--- src/rtl/cnn_gated_pkg.sv ---
// Shared constants, state type and pixel addressing for the gated binary CNN detector.
package cnn_gated_pkg;

    localparam int unsigned IMG_W = 8;
    localparam int unsigned IMG_H = 8;
    localparam int unsigned KSZ   = 3;
    localparam int unsigned NPIX  = IMG_W * IMG_H;
    localparam int unsigned NTAP  = KSZ * KSZ;
    localparam int unsigned NWIN  = (IMG_H - KSZ + 1) * (IMG_W - KSZ + 1);

    localparam int unsigned ACC_W  = 5;
    localparam int unsigned POS_W  = $clog2(IMG_H - KSZ + 1);
    localparam int unsigned TAP_W  = $clog2(NTAP);
    localparam int unsigned IDX_W  = $clog2(NPIX);

    localparam int unsigned     DEF_CNT_W  = 4;
    localparam logic [NPIX-1:0] DEF_IMAGE  = 64'h44EE440010381000;
    localparam logic [NTAP-1:0] DEF_KERNEL = 9'b010111010;
    localparam int              DEF_THRESH = 5;

    typedef enum logic [1:0] {SCAN, CMP, DONE} state_t;

    // Image bit 63 is (row0,col0), so the linear pixel number is mirrored.
    function automatic logic [IDX_W-1:0] pix_index(input logic [POS_W-1:0] row,
                                                   input logic [POS_W-1:0] col,
                                                   input logic [TAP_W-1:0] tap);
        int unsigned t;
        int unsigned r;
        int unsigned c;
        t = 32'(tap);
        r = 32'(row) + t / KSZ;
        c = 32'(col) + t % KSZ;
        return IDX_W'(NPIX - 1 - (r * IMG_W + c));
    endfunction

endpackage

--- src/rtl/cnn_mac_gated.sv ---
// Single-tap +/-1 accumulator; the register only updates for a set pixel, so zero pixels
// cost no toggles in the MAC path.
module cnn_mac_gated
    import cnn_gated_pkg::*;
(
    input  logic                    clk,
    input  logic                    rst,
    input  logic                    clr,
    input  logic                    en,
    input  logic                    pixel,
    input  logic                    weight_bit,
    output logic signed [ACC_W-1:0] acc
);

    logic                    acc_en;
    logic signed [ACC_W-1:0] acc_q;
    logic signed [ACC_W-1:0] operand;

    assign acc_en  = en & pixel;
    assign operand = weight_bit ? {{(ACC_W-1){1'b0}}, 1'b1} : {ACC_W{1'b1}};

    always_ff @(posedge clk) begin
        if (rst || clr) begin
            acc_q <= '0;
        end else if (acc_en) begin
            acc_q <= acc_q + operand;
        end
    end

    assign acc = acc_q;

endmodule

--- src/rtl/cnn_gated.sv ---
// Free-running 3x3 binary pattern detector over a constant 8x8 image; one tap per cycle,
// one compare cycle per window, saturating match count.
module cnn_gated
    import cnn_gated_pkg::*;
#(
    parameter logic [NPIX-1:0] IMAGE  = DEF_IMAGE,
    parameter logic [NTAP-1:0] KERNEL = DEF_KERNEL,
    parameter int              THRESH = DEF_THRESH,
    parameter int unsigned     CNT_W  = DEF_CNT_W
) (
    input  logic             clk,
    input  logic             rst,
    output logic [CNT_W-1:0] numberOfTimes_PatterDetected
);

    localparam logic [POS_W-1:0]        LAST_ROW = POS_W'(IMG_H - KSZ);
    localparam logic [POS_W-1:0]        LAST_COL = POS_W'(IMG_W - KSZ);
    localparam logic [TAP_W-1:0]        LAST_TAP = TAP_W'(NTAP - 1);
    localparam logic signed [ACC_W-1:0] THR      = ACC_W'(THRESH);

    state_t                  state_q, state_d;
    logic [POS_W-1:0]        row_q, row_d;
    logic [POS_W-1:0]        col_q, col_d;
    logic [TAP_W-1:0]        tap_q, tap_d;
    logic [CNT_W-1:0]        cnt_q, cnt_d;
    logic                    mac_en;
    logic                    mac_clr;
    logic                    pixel;
    logic                    weight_bit;
    logic signed [ACC_W-1:0] acc;

    assign pixel      = IMAGE[pix_index(row_q, col_q, tap_q)];
    // Kernel is MSB-first, so tap 0 reads the top bit.
    assign weight_bit = KERNEL[LAST_TAP - tap_q];

    cnn_mac_gated u_mac (
        .clk        (clk),
        .rst        (rst),
        .clr        (mac_clr),
        .en         (mac_en),
        .pixel      (pixel),
        .weight_bit (weight_bit),
        .acc        (acc)
    );

    always_ff @(posedge clk) begin
        if (rst) begin
            state_q <= SCAN;
            row_q   <= '0;
            col_q   <= '0;
            tap_q   <= '0;
            cnt_q   <= '0;
        end else begin
            state_q <= state_d;
            row_q   <= row_d;
            col_q   <= col_d;
            tap_q   <= tap_d;
            cnt_q   <= cnt_d;
        end
    end

    always_comb begin
        state_d = state_q;
        row_d   = row_q;
        col_d   = col_q;
        tap_d   = tap_q;
        cnt_d   = cnt_q;
        mac_en  = 1'b0;
        mac_clr = 1'b0;
        unique case (state_q)
            SCAN: begin
                mac_en = 1'b1;
                if (tap_q == LAST_TAP) begin
                    tap_d   = '0;
                    state_d = CMP;
                end else begin
                    tap_d = tap_q + 1'b1;
                end
            end
            CMP: begin
                mac_clr = 1'b1;
                if (acc == THR && cnt_q != {CNT_W{1'b1}}) begin
                    cnt_d = cnt_q + 1'b1;
                end
                if (row_q == LAST_ROW && col_q == LAST_COL) begin
                    state_d = DONE;
                end else begin
                    state_d = SCAN;
                    if (col_q == LAST_COL) begin
                        col_d = '0;
                        row_d = row_q + 1'b1;
                    end else begin
                        col_d = col_q + 1'b1;
                    end
                end
            end
            DONE: begin
            end
            default: state_d = SCAN;
        endcase
    end

    assign numberOfTimes_PatterDetected = cnt_q;

endmodule

--- config.mk ---
export PLATFORM = sky130hd
export DESIGN_NAME = cnn_gated
export DESIGN_NICKNAME = d
export VERILOG_FILES = /design/src/rtl/cnn_gated_pkg.sv /design/src/rtl/cnn_mac_gated.sv /design/src/rtl/cnn_gated.sv
export SDC_FILE = /design/constraint.sdc
export NUM_CORES = 1
export LEC_CHECK = 0
export CAP_MARGIN = 10
export CORE_MARGIN = 2
export CORE_UTILIZATION = 51
export DETAILED_ROUTE_END_ITERATION = 8
export PLACE_DENSITY = 0.68
export SYNTH_ARGS = -nofsm -noshare
export SYNTH_HDL_FRONTEND = slang
export SYNTH_SLANG_ARGS = --single-unit
--- constraint.sdc ---
create_clock -name clk -period 5.75 [get_ports clk]
set_input_delay 0.575 -clock clk [delete_from_list [all_inputs] [get_ports clk]]
set_output_delay 0.575 -clock clk [all_outputs]
set_load 0.02 [all_outputs]
==> results of run 1 <==
## power by group
part           switching [W]  leakage (nW)  internal [W]
registers          0.0000197         0.171      0.000164
clock network      0.0000461        0.0228     0.0000493
logic               0.000127         0.688      0.000121
total               0.000193         0.882      0.000334
## path summary, 6_finish.rpt
check / from / to / slack, ns / cells after the start
worst max-delay path: tap_q[2]$_SDFFE_PP0P_ / u_mac.acc[2]$_SDFFE_PP0P_ / 0.60 / 21
worst min-delay path: u_mac.acc[4]$_SDFFE_PP0P_ / u_mac.acc[4]$_SDFFE_PP0P_ / 0.47 / 2
worst max register to register: tap_q[2]$_SDFFE_PP0P_ / u_mac.acc[2]$_SDFFE_PP0P_ / 0.60 / 21
worst min register to register: u_mac.acc[4]$_SDFFE_PP0P_ / u_mac.acc[4]$_SDFFE_PP0P_ / 0.47 / 2
## cells by family after synthesis
logic type      count (synthesis)
simple gates                   90
compound gates                 45
fa+ha+maj                      26
buf+inv                        23
flops                          21
xor+xnor                       17
mux                            12
## critical path, stage by stage (launching register included)
cell and delay, ns:
dfxtp_2 0.48, inv_1 0.12, nor2_1 0.10, ha_1 0.25
nand2b_1 0.13, a31oi_4 0.31, xnor2_2 0.15, ha_1 0.27
nor4b_2 0.49, inv_1 0.12, ha_1 0.23, fa_1 0.43
ha_1 0.28, inv_1 0.04, ha_1 0.30, o21a_1 0.12
nor2_1 0.03, a21oi_1 0.14, xnor2_1 0.10, xnor2_1 0.30
mux2i_2 0.44, mux2i_1 0.23
## synth_stat cells, types with 2 or more instances
library cell	n
nand2_1	18
or3_1	7
nor2_1	28
nand3_1	5
o211ai_1	3
clkbuf_1	3
ha_1	24
o21ai_0	9
o21a_1	2
a21o_1	2
nor3b_1	5
nor4b_1	2
and2_1	2
a31oi_1	3
nor3_1	2
dfxtp_1	21
xor2_1	6
inv_1	17
nor2b_1	10
xnor2_1	9
a21oi_1	17
and4_1	2
fa_1	2
mux2i_1	11
## stage by stage
| stage | cell area [um^2] | hold slack (ns) | total power (W) | std cells |
|---|---|---|---|---|
| 2_1_floorplan | 1920 | 0.444 | 0.000393 | 234 |
| 3_3_place_gp | 2030 | 0.463 | 0.000431 | 284 |
| 3_5_place_dp | 2030 | 0.469 | 0.000437 | 284 |
| 4_1_cts | 2070 | 0.481 | 0.000533 | 288 |
| 5_1_grt | 2070 | 0.501 | 0.000574 | 288 |
| 6_report | 2070 | 0.475 | 0.000528 | 288 |
## metal layers
metal	routed length, um	GRT usage [%]	vias up
li1	-	-	832
met1	1770	24.7	699
met2	1560	28.8	28
met3	134	3.77	4
met4	36	2.34	0
met5	0	0	-
## final cells by class
type	instances	area, um^2	area share, %
clock buffers	4	45.0	2.17
inverters	18	67.6	3.26
multi-input cells	190	1420	68.2
flip-flops and latches	21	422	20.3
well taps	48	60.1	2.90
repair buffers	7	65.1	3.14
## registers in the layout, summed over array words and instances (netlist names)
| register | count |
|---|---|
| state_q | 2 |
| col_q | 3 |
| row_q | 3 |
| u_mac.acc | 5 |
| tap_q | 4 |
| numberOfTimes_PatterDetected | 4 |
## repair_timing
action,CTS,global route
gates resized for setup,0,1
setup endpoints to repair,0,4
setup buffers,0,0
hold endpoints to repair,0,0
hold buffers,0,0
==> metrics.txt, run 1 <==
# TYPE chip_impl_metric gauge
chip_impl_metric{name="globalRouteOverflowTotal",unit=""} 0
chip_impl_metric{name="area_share_of_fa_ha_maj_cells_after_synthesis",unit="%"} 17.7
chip_impl_metric{name="cts-buffers-inserted",unit=""} 3
chip_impl_metric{name="detail_route.vias_per_cell",unit=""} 5.43
chip_impl_metric{name="syn_area_per_cell",unit="um^2"} 8.22
chip_impl_metric{name="layout-drive-gt1-share",unit="%"} 5.42
chip_impl_metric{name="synthDistinctLibCells",unit=""} 48
chip_impl_metric{name="synth_compound_gate_area_share",unit="%"} 15.8
chip_impl_metric{name="fraction_of_the_core_area_covered_by_cells_at_the_end_of_the_flow",unit="%"} 57.1
chip_impl_metric{name="h-tree-depth",unit=""} 1
chip_impl_info{name="rsz_0062_raised_after_global_routing",value="no"} 1
chip_impl_info{name="cts_tree",value="built"} 1
chip_impl_metric{name="finalClockSkew",unit="ns"} 0.00121
chip_impl_metric{name="finalHoldViolCount",unit=""} 0
chip_impl_metric{name="fp.dieArea",unit="mm^2"} 0.00428
chip_impl_metric{name="maxSlewViolCount",unit=""} 0
chip_impl_info{name="ys_dominant_reg_cell",value="dfxtp_1"} 1
chip_impl_metric{name="synthXorXnorAreaFrac",unit="%"} 8.85
chip_impl_metric{name="timing.critical_path.fanout_max",unit=""} 15
chip_impl_metric{name="syn_nets",unit=""} 262
chip_impl_metric{name="worst-endpoint-required",unit="ns"} 5.94
chip_impl_metric{name="die_h",unit="um"} 65.4
chip_impl_info{name="clockRootBuffer",value="clkbuf_8"} 1
chip_impl_metric{name="postSynthRegisterBits",unit=""} 21
chip_impl_metric{name="wl_per_cell",unit="um"} 12.1
chip_impl_metric{name="antenna_found_initial",unit=""} 0
chip_impl_metric{name="synth_top_cell_area_share",unit="%"} 21.9
chip_impl_metric{name="layout-area-overhead-vs-synth",unit="%"} 7.87
chip_impl_metric{name="cellPowerDensity",unit="mW/mm^2"} 254
chip_impl_info{name="final_common_cell",value="nor2_1"} 1
chip_impl_metric{name="synthSimpleGateAreaFrac",unit="%"} 24.8
chip_impl_metric{name="cts_sinks",unit=""} 21
chip_impl_metric{name="grt_max_degree",unit=""} 20
chip_impl_metric{name="total_number_of_vias",unit=""} 1563
chip_impl_metric{name="floorplan.initialDensity",unit="%"} 52.9
chip_impl_metric{name="first_iter_violations",unit=""} 35
chip_impl_info{name="outcome",value="finished clean"} 1
chip_impl_metric{name="die_x",unit="um"} 65.4
chip_impl_metric{name="dp_hpwl",unit="um"} 2800
chip_impl_metric{name="preCtsSetupSlack",unit="ns"} 0.415
chip_impl_info{name="synth_top_cells_by_area",value="dfxtp_1 22%, ha_1 16%, mux2i_1 5.7%, nor2_1 5.5%, a21oi_1 4.4%"} 1
chip_impl_metric{name="fillerInstances",unit=""} 342
chip_impl_info{name="critPathKind",value="reg -> reg"} 1
chip_impl_metric{name="detail_route.drc_violations",unit=""} 0
chip_impl_info{name="main_combinational_cell_family_by_area_after_synthesis",value="simple AND/OR/NAND/NOR gates"} 1
chip_impl_metric{name="post_route_setup_slack",unit="ns"} 0.597
chip_impl_metric{name="finalWorstPathRequiredPeriod",unit="ns"} 5.15
chip_impl_metric{name="vdd_ir_drop_max",unit="V"} 0.000223
chip_impl_metric{name="finalCritPeriodShare",unit="%"} 89.6
chip_impl_metric{name="placement_rows",unit=""} 22
chip_impl_metric{name="clock_latency",unit="ns"} 0.26
chip_impl_metric{name="num-nets-final",unit=""} 269
chip_impl_metric{name="total_leakage_power",unit="nW"} 0.882
chip_impl_metric{name="clk_pin_slew",unit="ns"} 0.07
chip_impl_metric{name="postSynthCellCount",unit=""} 234
chip_impl_metric{name="part_of_the_yosys_area_used_for_sequential_elements",unit="%"} 21.9
chip_impl_metric{name="grt_first_pass_wirelength",unit="um"} 6080
chip_impl_metric{name="grt.total_usage",unit="%"} 17.7
chip_impl_metric{name="cts_buffer_depth",unit=""} 2
chip_impl_metric{name="postRouteAntennaNets",unit=""} 0
chip_impl_metric{name="numPortBuffers",unit=""} 5
chip_impl_metric{name="via_count_of_the_first_global_routing_pass",unit=""} 1421
chip_impl_metric{name="placeable_core_area",unit="mm^2"} 0.00363
chip_impl_metric{name="first_pass_iters",unit=""} 4
chip_impl_metric{name="design.portCount",unit=""} 6
chip_impl_metric{name="relative_slew_margins",unit="%"} 51.8
chip_impl_metric{name="place.gp.congestion",unit=""} 0.756
chip_impl_metric{name="finalWirelength",unit="um"} 3500
chip_impl_info{name="hold_path.class",value="reg -> reg"} 1
chip_impl_metric{name="post_synth_instance_area",unit="mm^2"} 0.00192
chip_impl_metric{name="synth.area.mux_share",unit="%"} 6.44
chip_impl_metric{name="timing.setup.tns",unit="ns"} 0
chip_impl_info{name="setup.worst_path.end_class",value="flop"} 1
chip_impl_metric{name="async_set_reset_flop_share_out_of_synthesis",unit="%"} 0
chip_impl_info{name="worstSetupStartpointType",value="flop"} 1
chip_impl_metric{name="synth.yosys.warnings",unit=""} 0
chip_impl_metric{name="critPathArrivalTime",unit="ns"} 5.34
chip_impl_metric{name="number_of_flops_mapped_to_enable_cells_by_yosys",unit=""} 0
chip_impl_info{name="layout_common_cells",value="28 x nor2_1, 24 x ha_1, 20 x dfxtp_1"} 1
chip_impl_metric{name="worstMarginPinSlew",unit="ns"} 0.721
chip_impl_metric{name="n_antenna_cell",unit=""} 0
chip_impl_metric{name="maxClockFrequency",unit="GHz"} 0.194
chip_impl_metric{name="setup_failing_eps_final",unit=""} 0
chip_impl_info{name="post-synth-top-area-cell",value="dfxtp_1"} 1
chip_impl_metric{name="cap_violations",unit=""} 0
No activity file was read; power rests on OpenSTA's default activity.
==> run 2: changes to the inputs <==
--- a/config.mk
+++ b/config.mk
@@ -9,7 +9,7 @@
 export CORE_MARGIN = 2
 export CORE_UTILIZATION = 51
 export DETAILED_ROUTE_END_ITERATION = 8
-export PLACE_DENSITY = 0.68
+export PLACE_DENSITY_LB_ADDON = 0.3
 export SYNTH_ARGS = -nofsm -noshare
 export SYNTH_HDL_FRONTEND = slang
 export SYNTH_SLANG_ARGS = --single-unit
==> metrics.txt, run 2 (synthesis results as in run 1) <==
# TYPE chip_impl_metric gauge
chip_impl_info{name="cts_tree",value="built"} 1
chip_impl_metric{name="fillerInstances",unit=""} 354
chip_impl_info{name="outcome",value="finished clean"} 1
chip_impl_metric{name="post_route_setup_slack",unit="ns"} 0.525
chip_impl_metric{name="first_pass_iters",unit=""} 4
chip_impl_metric{name="finalWorstPathRequiredPeriod",unit="ns"} 5.23
chip_impl_metric{name="largest_register_ffs",unit=""} 5
chip_impl_info{name="setup.worst_path.end_class",value="flop"} 1
chip_impl_metric{name="die_h",unit="um"} 65.4
chip_impl_metric{name="placeable_core_area",unit="mm^2"} 0.00363
chip_impl_info{name="rsz_0062_raised_after_global_routing",value="no"} 1
chip_impl_metric{name="timing.setup.tns",unit="ns"} 0
chip_impl_metric{name="cts-buffers-inserted",unit=""} 3
chip_impl_metric{name="worstMarginPinSlew",unit="ns"} 0.684
chip_impl_metric{name="cts_buffer_depth",unit=""} 2
chip_impl_metric{name="cap_violations",unit=""} 0
chip_impl_metric{name="num-nets-final",unit=""} 268
chip_impl_metric{name="via_count_of_the_first_global_routing_pass",unit=""} 1426
chip_impl_metric{name="timing.critical_path.fanout_max",unit=""} 15
chip_impl_metric{name="finalHoldViolCount",unit=""} 0
chip_impl_info{name="critPathKind",value="reg -> reg"} 1
chip_impl_metric{name="finalWirelength",unit="um"} 3440
chip_impl_metric{name="die_x",unit="um"} 65.4
chip_impl_metric{name="setup_failing_eps_final",unit=""} 0
chip_impl_metric{name="critPathArrivalTime",unit="ns"} 5.42
chip_impl_metric{name="n_antenna_cell",unit=""} 0
chip_impl_info{name="final_common_cell",value="nor2_1"} 1
chip_impl_metric{name="maxClockFrequency",unit="GHz"} 0.191
chip_impl_metric{name="clock_latency",unit="ns"} 0.26
chip_impl_metric{name="grt_max_degree",unit=""} 20
chip_impl_info{name="layout_common_cells",value="28 x nor2_1, 24 x ha_1, 19 x dfxtp_1"} 1
chip_impl_metric{name="globalRouteOverflowTotal",unit=""} 0
chip_impl_metric{name="first_iter_violations",unit=""} 52
chip_impl_metric{name="grt.total_usage",unit="%"} 18.2
chip_impl_metric{name="clk_pin_slew",unit="ns"} 0.08
chip_impl_metric{name="total_number_of_vias",unit=""} 1551
chip_impl_metric{name="maxSlewViolCount",unit=""} 0
chip_impl_metric{name="post_cts_hold_buffer_count",unit=""} 0
chip_impl_metric{name="finalClockSkew",unit="ns"} 0.00346
chip_impl_metric{name="antenna_found_initial",unit=""} 0
chip_impl_metric{name="relative_slew_margins",unit="%"} 54.2
chip_impl_metric{name="fp.dieArea",unit="mm^2"} 0.00428
chip_impl_info{name="hold_path.class",value="reg -> reg"} 1
chip_impl_metric{name="vdd_ir_drop_max",unit="V"} 0.000201
chip_impl_metric{name="preCtsSetupSlack",unit="ns"} 0.379
chip_impl_metric{name="detail_route.drc_violations",unit=""} 0
chip_impl_metric{name="design.portCount",unit=""} 6
chip_impl_metric{name="cts_sinks",unit=""} 21
chip_impl_metric{name="postRouteAntennaNets",unit=""} 0
chip_impl_metric{name="total_leakage_power",unit="nW"} 0.880
chip_impl_metric{name="layout-area-overhead-vs-synth",unit="%"} 7.61
chip_impl_metric{name="wl_per_cell",unit="um"} 12.0
chip_impl_metric{name="layout-drive-gt1-share",unit="%"} 5.86
chip_impl_metric{name="numPortBuffers",unit=""} 5
chip_impl_metric{name="place.gp.congestion",unit=""} 0.816
chip_impl_metric{name="floorplan.initialDensity",unit="%"} 52.9
chip_impl_metric{name="finalCritPeriodShare",unit="%"} 90.9
chip_impl_metric{name="grt_first_pass_wirelength",unit="um"} 6240
chip_impl_metric{name="h-tree-depth",unit=""} 1
chip_impl_info{name="clockRootBuffer",value="clkbuf_8"} 1
chip_impl_info{name="worstSetupStartpointType",value="flop"} 1
chip_impl_metric{name="dp_hpwl",unit="um"} 2730
chip_impl_metric{name="cellPowerDensity",unit="mW/mm^2"} 256
chip_impl_metric{name="detail_route.vias_per_cell",unit=""} 5.40
chip_impl_metric{name="worst-endpoint-required",unit="ns"} 5.95
chip_impl_metric{name="placement_rows",unit=""} 22
run 2: cell types whose count changed in the layout (fill, tap and decap cells not counted):
| cell | delta |
|---|---|
| clkinv_2 | +1 |
| clkbuf_1 | -1 |
| buf_4 | -1 |
| dfxtp_2 | +1 |
| dfxtp_1 | -1 |
run 2: where the power goes:
| part | switching [W] | internal, W |
|---|---|---|
| clock network | 0.0000509 | 0.0000484 |
| registers | 0.0000203 | 0.000164 |
| logic | 0.000125 | 0.000121 |
| total | 0.000196 | 0.000333 |
run 2: critical path: stages (launching register included):
cell and delay [ns]:
dfxtp_2 0.50, inv_1 0.11, nor2_1 0.11, ha_1 0.25, nand2b_1 0.14, a31oi_4 0.32
xnor2_2 0.16, ha_1 0.27, nor4b_2 0.51, inv_1 0.12, ha_1 0.21, fa_1 0.43
ha_1 0.28, inv_1 0.04, ha_1 0.31, o21a_1 0.11, nor2_1 0.08, a21oi_1 0.05
xnor2_1 0.14, xnor2_1 0.35, mux2i_2 0.44, mux2i_1 0.22
run 2: layout make-up:
type | instances | area (um^2) | area share, %
Inverter | 18 | 67.6 | 3.26
Timing Repair Buffer | 6 | 57.6 | 2.78
Sequential cell | 21 | 423 | 20.4
Clock inverter | 1 | 5.00 | 0.242
Clock buffer | 3 | 41.3 | 2.00
Tap cell | 48 | 60.1 | 2.90
Multi-Input combinational cell | 190 | 1420 | 68.4
run 2: routing by layer:
layer  up-vias  global-route usage (%)  wire, um
met1       697                    24.8      1780
met3         4                    3.08        52
met5         -                       0         0
met4         0                    4.69        47
met2        13                    30.0      1570
li1        837                       -         -
run 2: worst paths after layout:
check	startpoint	end	slack [ns]	depth (start not counted)
setup / recovery	tap_q[2]$_SDFFE_PP0P_	u_mac.acc[1]$_SDFFE_PP0P_	0.52	21
hold / removal	u_mac.acc[4]$_SDFFE_PP0P_	u_mac.acc[4]$_SDFFE_PP0P_	0.48	2
setup reg to reg	tap_q[2]$_SDFFE_PP0P_	u_mac.acc[1]$_SDFFE_PP0P_	0.52	21
hold reg to reg	u_mac.acc[4]$_SDFFE_PP0P_	u_mac.acc[4]$_SDFFE_PP0P_	0.48	2
run 2: timing repair:
action	CTS	global route
hold endpoints to repair	0	0
buffers inserted	0	0
setup endpoints to repair	0	5
resized for setup	0	2
run 2: stage by stage:
step / cells / utilization [%] / power (W) / hold slack (ns) / cell area (um^2)
4_1_cts: 287 / 56.9 / 0.000533 / 0.484 / 2070
5_1_grt: 287 / 57.0 / 0.000575 / 0.515 / 2070
6_report: 287 / 57.0 / 0.000529 / 0.479 / 2070
2_1_floorplan: 234 / - / 0.000393 / 0.444 / 1920
3_3_place_gp: 283 / 55.6 / 0.000429 / 0.460 / 2020
3_5_place_dp: 283 / 55.6 / 0.000434 / 0.466 / 2020
